`src/rtl/alu_pipe_if.sv`:
```
// alu_pipe_if: operand/result handshake bundle for alu_pipe
interface alu_pipe_if #(parameter int BITS = 8, parameter int CNT_W = 8);
  logic [BITS-1:0] i_a;
  logic [BITS-1:0] i_b;
  logic [2:0] i_op;
  logic i_valid;
  logic o_ready;
  logic [BITS-1:0] o_out;
  logic [3:0] o_status;
  logic o_valid;
  logic i_ready;
  logic [CNT_W-1:0] o_err_cnt;
  modport slave (input i_a, i_b, i_op, i_valid, i_ready, output o_ready, o_out, o_status, o_valid, o_err_cnt);
  modport master (output i_a, i_b, i_op, i_valid, i_ready, input o_ready, o_out, o_status, o_valid, o_err_cnt);
endinterface

```
`src/rtl/alu_pipe.sv`:
```
// alu_pipe: two-stage valid/ready 8-op ALU with status flags and saturating error count
module alu_pipe #(
  parameter int BITS = 8,
  parameter int CNT_W = 8
) (
  input logic i_clk,
  input logic i_rst,
  alu_pipe_if.slave bus
);
  localparam logic [2:0] OP_SUB = 3'd0;
  localparam logic [2:0] OP_CMP = 3'd1;
  localparam logic [2:0] OP_SHL = 3'd2;
  localparam logic [2:0] OP_CHG = 3'd3;
  localparam logic [2:0] OP_ADD = 3'd4;
  localparam logic [2:0] OP_AND = 3'd5;
  localparam logic [2:0] OP_OR = 3'd6;
  logic s1_v, s2_v, s1_adv, take, oor, ovf, err;
  logic [BITS-1:0] s1_a, s1_b, s2_out, res;
  logic [2:0] s1_op;
  logic [3:0] s2_st, st;
  logic [CNT_W-1:0] cnt;
  logic [BITS:0] sum, dif;
  logic [2*BITS-1:0] shl;
  logic [BITS+2:0] cmp;
  assign s1_adv = s1_v && (!s2_v || bus.i_ready);
  assign bus.o_ready = !s1_v || s1_adv;
  assign take = bus.i_valid && bus.o_ready;
  assign bus.o_valid = s2_v;
  assign bus.o_out = s2_out;
  assign bus.o_status = s2_st;
  assign bus.o_err_cnt = cnt;
  always_comb begin
    oor = s1_b >= BITS'(BITS);
    sum = {1'b0, s1_a} + {1'b0, s1_b};
    dif = {1'b0, s1_a} - {1'b0, s1_b};
    shl = {{BITS{1'b0}}, s1_a} << s1_b;
    cmp = (BITS+3)'({s1_a < s1_b, s1_a == s1_b, s1_a > s1_b});
    err = oor && (s1_op == OP_SHL || s1_op == OP_CHG);
    res = err ? '0 :
          s1_op == OP_SUB ? dif[BITS-1:0] :
          s1_op == OP_CMP ? cmp[BITS-1:0] :
          s1_op == OP_SHL ? shl[BITS-1:0] :
          s1_op == OP_CHG ? s1_a ^ (BITS'(1) << s1_b) :
          s1_op == OP_ADD ? sum[BITS-1:0] :
          s1_op == OP_AND ? s1_a & s1_b :
          s1_op == OP_OR ? s1_a | s1_b : s1_a ^ s1_b;
    ovf = s1_op == OP_SUB ? dif[BITS] :
          s1_op == OP_ADD ? sum[BITS] :
          s1_op == OP_SHL ? !oor && |shl[2*BITS-1:BITS] : 1'b0;
    // EVEN tracks the parity of zero bits, hence the inversion before reducing
    st = {$countones(res) == 1, ovf, ~^(~res), err};
  end
  always_ff @(posedge i_clk) begin
    if (!i_rst) begin
      s1_v <= 1'b0;
      s2_v <= 1'b0;
      s2_out <= '0;
      s2_st <= '0;
      cnt <= '0;
    end else begin
      if (take) begin
        s1_a <= bus.i_a;
        s1_b <= bus.i_b;
        s1_op <= bus.i_op;
      end
      s1_v <= take || (s1_v && !s1_adv);
      if (s1_adv) begin
        s2_out <= res;
        s2_st <= st;
      end
      s2_v <= s1_adv || (s2_v && !bus.i_ready);
      if (s2_v && bus.i_ready && s2_st[0] && cnt != '1) cnt <= cnt + CNT_W'(1);
    end
  end
endmodule

```
`src/flat_wrapper.sv`:
```
// flat-port wrapper written by rule: the top's interface ports become plain ports
module alu_pipe_flat 
#(
  parameter int BITS = 8,
  parameter int CNT_W = 8
)
  (i_clk, i_rst, bus_i_a, bus_i_b, bus_i_op, bus_i_valid, bus_i_ready, bus_o_ready, bus_o_out, bus_o_status, bus_o_valid, bus_o_err_cnt);
  alu_pipe_if #(.BITS(BITS), .CNT_W(CNT_W)) bus_i ();
  input logic i_clk;
  input logic i_rst;
  input wire logic [$bits(bus_i.i_a)-1:0] bus_i_a;
  input wire logic [$bits(bus_i.i_b)-1:0] bus_i_b;
  input wire logic [$bits(bus_i.i_op)-1:0] bus_i_op;
  input wire logic [$bits(bus_i.i_valid)-1:0] bus_i_valid;
  input wire logic [$bits(bus_i.i_ready)-1:0] bus_i_ready;
  output wire logic [$bits(bus_i.o_ready)-1:0] bus_o_ready;
  output wire logic [$bits(bus_i.o_out)-1:0] bus_o_out;
  output wire logic [$bits(bus_i.o_status)-1:0] bus_o_status;
  output wire logic [$bits(bus_i.o_valid)-1:0] bus_o_valid;
  output wire logic [$bits(bus_i.o_err_cnt)-1:0] bus_o_err_cnt;
  assign bus_i.i_a = bus_i_a;
  assign bus_i.i_b = bus_i_b;
  assign bus_i.i_op = bus_i_op;
  assign bus_i.i_valid = bus_i_valid;
  assign bus_i.i_ready = bus_i_ready;
  assign bus_o_ready = bus_i.o_ready;
  assign bus_o_out = bus_i.o_out;
  assign bus_o_status = bus_i.o_status;
  assign bus_o_valid = bus_i.o_valid;
  assign bus_o_err_cnt = bus_i.o_err_cnt;
  alu_pipe #(.BITS(BITS), .CNT_W(CNT_W)) u_core (.i_clk(i_clk), .i_rst(i_rst), .bus(bus_i));
endmodule
```
`config.mk`:
```
export PLATFORM = sky130hd
export DESIGN_NAME = alu_pipe_flat
export DESIGN_NICKNAME = d
export VERILOG_FILES = /design/src/rtl/alu_pipe_if.sv /design/src/rtl/alu_pipe.sv /design/src/flat_wrapper.sv
export SDC_FILE = /design/constraint.sdc
export NUM_CORES = 1
export LEC_CHECK = 0
export CELL_PAD_IN_SITES_DETAIL_PLACEMENT = 0
export CELL_PAD_IN_SITES_GLOBAL_PLACEMENT = 1
export CORE_MARGIN = 5
export CORE_UTILIZATION = 25
export CTS_BUF_LIST = sky130_fd_sc_hd__clkbuf_2
export DETAILED_ROUTE_END_ITERATION = 6
export PLACE_DENSITY = 0.61
export SYNTH_ARGS = -nofsm -noshare
export SYNTH_HDL_FRONTEND = slang
export SYNTH_SLANG_ARGS = --single-unit
```
`constraint.sdc`:
```
create_clock -name i_clk -period 7.9 [get_ports i_clk]
set_input_delay 1.58 -clock i_clk [delete_from_list [all_inputs] [get_ports i_clk]]
set_output_delay 1.58 -clock i_clk [all_outputs]
set_load 0.01 [all_outputs]
```
======== Yosys cells after proc, flatten, opt, wreduce, memory -nomap -nowiden ========
Cells that the tools add are included.
word-level totals
  input bits .............................. 23
  flip-flop bits (word level) ............. 41
  logic and storage cells ................. 71
cells by class
  bitwise logic cells ..................... 5
  mux-type cells .......................... 11
  $add $sub $neg .......................... 10
  $lt $le $gt $ge ......................... 3
  reduce and logical (&&, ||, !) cells .... 23
  equal/unequal tests ..................... 9
  shift operators ......................... 2
operator list
  cell                 count
  $add 32x32->32       3
  $mux 8               8
  $eq 32x2->1 const B  1
  $shl 8x8->16         1
  $xor 8x8->8          2
  $add 8x8->9          1
  $eq 3x3->1 const B   3
  $logic_and 1x1->1    9
  $sub 8x8->9          1
  $add 1x1->2          4
  $add 8x1->8 const B  1
  $and 8x8->8          1
  $eq 8x8->1           1
  $ge 8x4->1 const B   1
  $gt 8x8->1           1
  $lt 8x8->1           1
  $ne 8x8->1 const B   1
  $not 8->8            1
  $or 8x8->8           1
  $reduce_or 8->1      1
  $reduce_xnor 8->1    1
  $shl 1x8->8 const A  1
  $eq 3x2->1 const B   2
  $logic_not 1->1      5
  5 further kinds      11

======== Longest topological paths before layout ========
  depth in word-level cells ............... 13
  gate-level depth with buffers ........... 20

======== Worst setup path before layout ========
No wires, ideal clock.
  path kind ............................... reg-to-reg
  from .................................... register u_core.s1_b[1]
  to ...................................... register u_core.s2_st[3], in the netlist u_core.bus.o_status[3]
  data arrival time ....................... 4.581 ns
  setup time .............................. 0.076 ns
  period minus slack after synthesis ...... 4.657 ns
  path slack .............................. 3.243 ns
  required time ........................... 7.824 ns
  cell stages (with the launch flop) ...... 21
  cells stage by stage .................... edfxtp_1 buf_4 buf_2 inv_1 ha_1 nor2_1 o311ai_2 a221oi_2 nor4_1 a2111oi_2 nor2_1 ha_1 inv_1 fa_1 fa_1 inv_1 ha_1 fa_1 nor4b_1 nand2_1 a21boi_0
on the way
  elaborated cells between the ends (all ways) .. 29
  classes of those cells .................. 9 x add/sub; 3 x order compare; 2 x eq/ne; 2 x shift; 8 x mux; 4 x bitwise; 1 x reduce/logical
RTL lines
  what                                                   RTL line                        RTL
  start: declaration                                     alu_pipe.sv:18                  logic [BITS-1:0] s1_a, s1_b, s2_out, res;
  start signal: assignment                               alu_pipe.sv:63                  s1_b <= bus.i_b;
  $add 8x8->9 / $shl 1x8->8 (equally long branches)      alu_pipe.sv:34, alu_pipe.sv:43
  $mux 8 / $xor 8x8->8 (equally long branches)           alu_pipe.sv:44, alu_pipe.sv:43
  $mux 8                                                 alu_pipe.sv:43                  s1_op == OP_CHG ? s1_a ^ (BITS'(1) << s1_b) :
  $mux 8                                                 alu_pipe.sv:42                  s1_op == OP_SHL ? shl[BITS-1:0] :
  $mux 8                                                 alu_pipe.sv:41                  s1_op == OP_CMP ? cmp[BITS-1:0] :
  $mux 8                                                 alu_pipe.sv:40                  s1_op == OP_SUB ? dif[BITS-1:0] :
  $mux 8 (*)                                             alu_pipe.sv:39                  res = err ? '0 :
  named net u_core.res[2]                                alu_pipe.sv:18
  $add 1x1->2 (not written as such) (*)                  alu_pipe.sv:51                  st = {$countones(res) == 1, ovf, ~^(~res), err};
  $add 32x32->32 (not written as such) (*) (2 in a row)  alu_pipe.sv:51
  $eq 32x2->1 (*)                                        alu_pipe.sv:51
  end signal: assignment                                 alu_pipe.sv:69                  s2_st <= st;
  end: declaration                                       alu_pipe.sv:20                  logic [3:0] s2_st, st;
Mark *: on every way through the listed nets, which the timed path passes. The rest lies on a longest branch.
A chain may end at the register's enable or synchronous reset.

======== Worst setup path in the final report ========
Ends and elaborated chain as after synthesis.

==> summary.txt <==
Setup path
  – CP Class: reg2reg
  – RR Startpoint: u_core.s1_b[1]
  – Critical Path RT: 8.35 ns
  – CP endpoint kind: register
  – Critical path origin: u_core.s1_b[1]
  – R2R Path End: u_core.bus.o_status[3]
  – Internal reg-to-reg setup slack: ~2.4 ns
  – Worst Reg-to-Reg Cells: 18
  – CP max FO: 21
  – CP startpoint kind: register
  – Crit path DAT: between 5 and 6 ns

Timing
  – Final Setup Violations: 0
  – Setup TNS: 0 ns
  – Fin. Hold Viols: 0
  – Fin crit share: 69.7%
  – Worst Skew: around 0.06 ns
  – RSZ-0062 raised after global routing: false
  – Tmin final: around 5.5 ns
  – Final slew viol count: 0
  – Max_slew headroom: 42.3%
  – Achievable Freq: between 150 and 200 MHz
  – Tightest Pin Transition: 0.865 ns

Clock network
  – Htree depth: 2
  – Post-CTS Hold Fix Bufs: 0
  – TritonCTS clock tree: done
  – Clk sink count: 41
  – TritonCTS Buffers: 5
  – Post_cts resized: 0
  – Clock root buffer: clkbuf_2
  – CTS max path bufs: 2
  – Clock Latency Late Sink: between 0.5 and 0.6 ns
  – Worst-path clk slew: 0.30 ns
  – Post-CTS Setup Inserts: 0

Detailed routing
  – Drt total wl: ~12000 microns
  – Drt via density: between 5 and 6
  – Wirelength per Cell: ~18 microns
  – Initial DRT Pass Iterations: 6
  – DRC Markers: 0
  – Via count: roughly 3500
  – DRT antenna net count: 0
  – Detailed Route Iter0 Violations: between 300 and 400

Cells and area
  – Ratio of cells with drive above 1 in the final layout: 7.66%
  – Fillers: approximately 1600
  – Ant diodes: 0
  – Highest-count cells in the layout ignoring fill and taps: 44 x clkdlybuf4s50_1, 32 x inv_1, 32 x ha_1
  – Register Area: ~1000 sq um
  – # nets final: 530
  – Area of the multi-input gates: between 2000 and 3000 sq um
  – Post-synthesis to final-layout area growth: 15.6%
  – Most common cell after layout, fill and taps aside: clkdlybuf4s50_1
  – Final Non-Filler Cells: about 660
  – Fin util: between 20 and 30%

Global routing
  – Total global routing overflow: 0
  – First-pass GRT wire length: 18600 microns
  – Initial antenna violation count: 0
  – Largest net degree at the start of global routing: 32
  – GRT Util Overall: about an eighth
  – Vias in the first global route: 3388

Yosys
  – Synth Instances: approximately 440
  – FFs w/ async S/R, synth: 0%
  – Synth top area share: approximately 15%
  – Syn Area/Cell: roughly 8.8 sq um
  – Yosys warns: 0
  – Syn Nets: between 500 and 600
  – Post-synth EDFFs: 19
  – Main synth FF type: dfxtp_1
  – Largest area contributor in the netlist: edfxtp_1
  – Sequential share of the synthesized area: a little over a quarter
  – Yosys reg bits: 41
  – Synth unique cells: 79
  – Synth area leaders: edfxtp_1 15%, dfxtp_1 11%, ha_1 10%
  – Cell Area, Synth: 3870 sq um

Status
  – Status: complete, no violations

Place
  – Port Buffers: between 40 and 50
  – Placed cells: 650
  – GP Congestion: 0.936
  – Detail Placement HPWL: 8990 microns

Pwr
  – Worst ir drop on vdd: approximately 0.089 mV
  – Pwr dens: between 100 and 150 nW/um^2
  – Pleak: approximately 1.7 nW

Floorplanning
  – Die height: 134 microns
  – Core Footprint: ~15000 sq um
  – Initial cell density of the core: 25.5%
  – Die width: 134 microns
  – IO Count: between 40 and 50
  – # rows: 45
  – Die area: 18100 sq um

Hold path
  – Worst Hold Depth: 2
  – Hold Crit Start: u_core.bus.o_status[3]
  – Hold Path Sink: u_core.bus.o_status[3]
  – Hold crit path type: reg2reg

Flow run
  – Max cap viols: 0
-- cells by family (layout without fill, tap and decap cells) --
group / after synthesis / count (layout) / share of synthesized area (%)
AOI/OAI and AO/OA: 122 / 122 / 22.5
buffers and inverters: 61 / 90 / 7.60
adders and majority gates: 38 / 38 / 13.4
DFF: 41 / 41 / 26.1
muxes: 11 / 11 / 4.53
xor gates and xnor gates: 18 / 18 / 4.07
and+or+nand+nor: 150 / 150 / 21.7
-- cell type report --
| cell class | instances | share of cell area [%] |
|---|---|---|
| Clock inverter | 3 | 1.01 |
| Timing Repair Buffer | 46 | 10.2 |
| Clock buffer | 5 | 0.560 |
| Multi-Input combinational cell | 339 | 57.4 |
| Tap cell | 188 | 5.26 |
| Sequential cell | 41 | 22.6 |
| Inverter | 36 | 3.02 |
-- where the power goes --
part | switching (mW) | leakage, nW | internal [mW]
combinational | 0.0924 | 1.28 | 0.0794
sequential | 0.0147 | 0.357 | 0.232
clock | 0.0885 | 0.0435 | 0.0545
total | 0.196 | 1.68 | 0.366
-- metrics by stage --
stage          power [mW]  hold slack (ns)  instance area (sq um)  worst slack [ns]
2_1_floorplan       0.368            0.485                   3870              3.24
6_report            0.562            0.486                   4470              2.39
4_1_cts             0.570            0.492                   4470              2.42
5_1_grt             0.602            0.524                   4470              1.90
3_5_place_dp        0.423            0.462                   4400              2.52
3_3_place_gp        0.423            0.459                   4400              2.65
-- state kept, by name, summed over array words and instances, names as in the netlist --
| signal | flops |
|---|---|
| u_core.s1_a | 8 |
| u_core.bus.o_err_cnt | 8 |
| u_core.bus.o_out | 8 |
| u_core.bus.o_status | 4 |
| u_core.s1_op | 3 |
| u_core.bus.o_valid | 1 |
| u_core.s1_b | 8 |
| u_core.s1_v | 1 |
-- worst max-delay path, stage by stage (launching register included) --
cell	delay, ns
edfxtp_1	0.91
inv_1	0.30
ha_1	0.45
nor2_1	0.16
o311ai_2	0.15
a221oi_2	0.38
nor4_1	0.12
a2111oi_2	0.43
nor2_1	0.10
ha_1	0.33
inv_1	0.06
fa_1	0.38
fa_1	0.51
inv_1	0.04
ha_1	0.19
fa_1	0.43
nor4b_1	0.25
nand2_1	0.08
a21boi_0	0.17
-- routing by layer --
layer,global-route usage (%),vias to the layer above,part of all wire (%)
met4,4.52,0,2.7
met5,0,-,0
met3,2.59,27,5.6
met2,20.2,116,44
met1,18.1,1657,47
li1,-,1669,-
-- synthesized netlist by cell type, drive strengths merged, types with 6 or more instances --
| cell type | n |
|---|---|
| nor3 | 8 |
| a211oi | 8 |
| inv | 36 |
| or3 | 6 |
| edfxtp | 19 |
| nand4 | 6 |
| ha | 32 |
| nand2b | 7 |
| dfxtp | 22 |
| fa | 6 |
| a21oi | 21 |
| nor4 | 6 |
| a21boi | 6 |
| buf | 20 |
| and3 | 7 |
| nor2b | 11 |
| o21ai | 24 |
| nand2 | 30 |
| nand3 | 15 |
| nor2 | 32 |
| xnor2 | 15 |
| o211ai | 6 |
-- worst max-delay path by stage --
stage                                  end  slack, ns  cells past startpoint
finish              u_core.bus.o_status[3]       2.39                     18
detailed placement  u_core.bus.o_status[3]       2.52                     18
global route        u_core.bus.o_status[3]       1.90                     18
floorplan           u_core.bus.o_status[3]       3.24                     20
CTS                 u_core.bus.o_status[3]       2.42                     18
global placement    u_core.bus.o_status[3]       2.65                     19
Note: power is estimated with default switching activity, not from simulation.
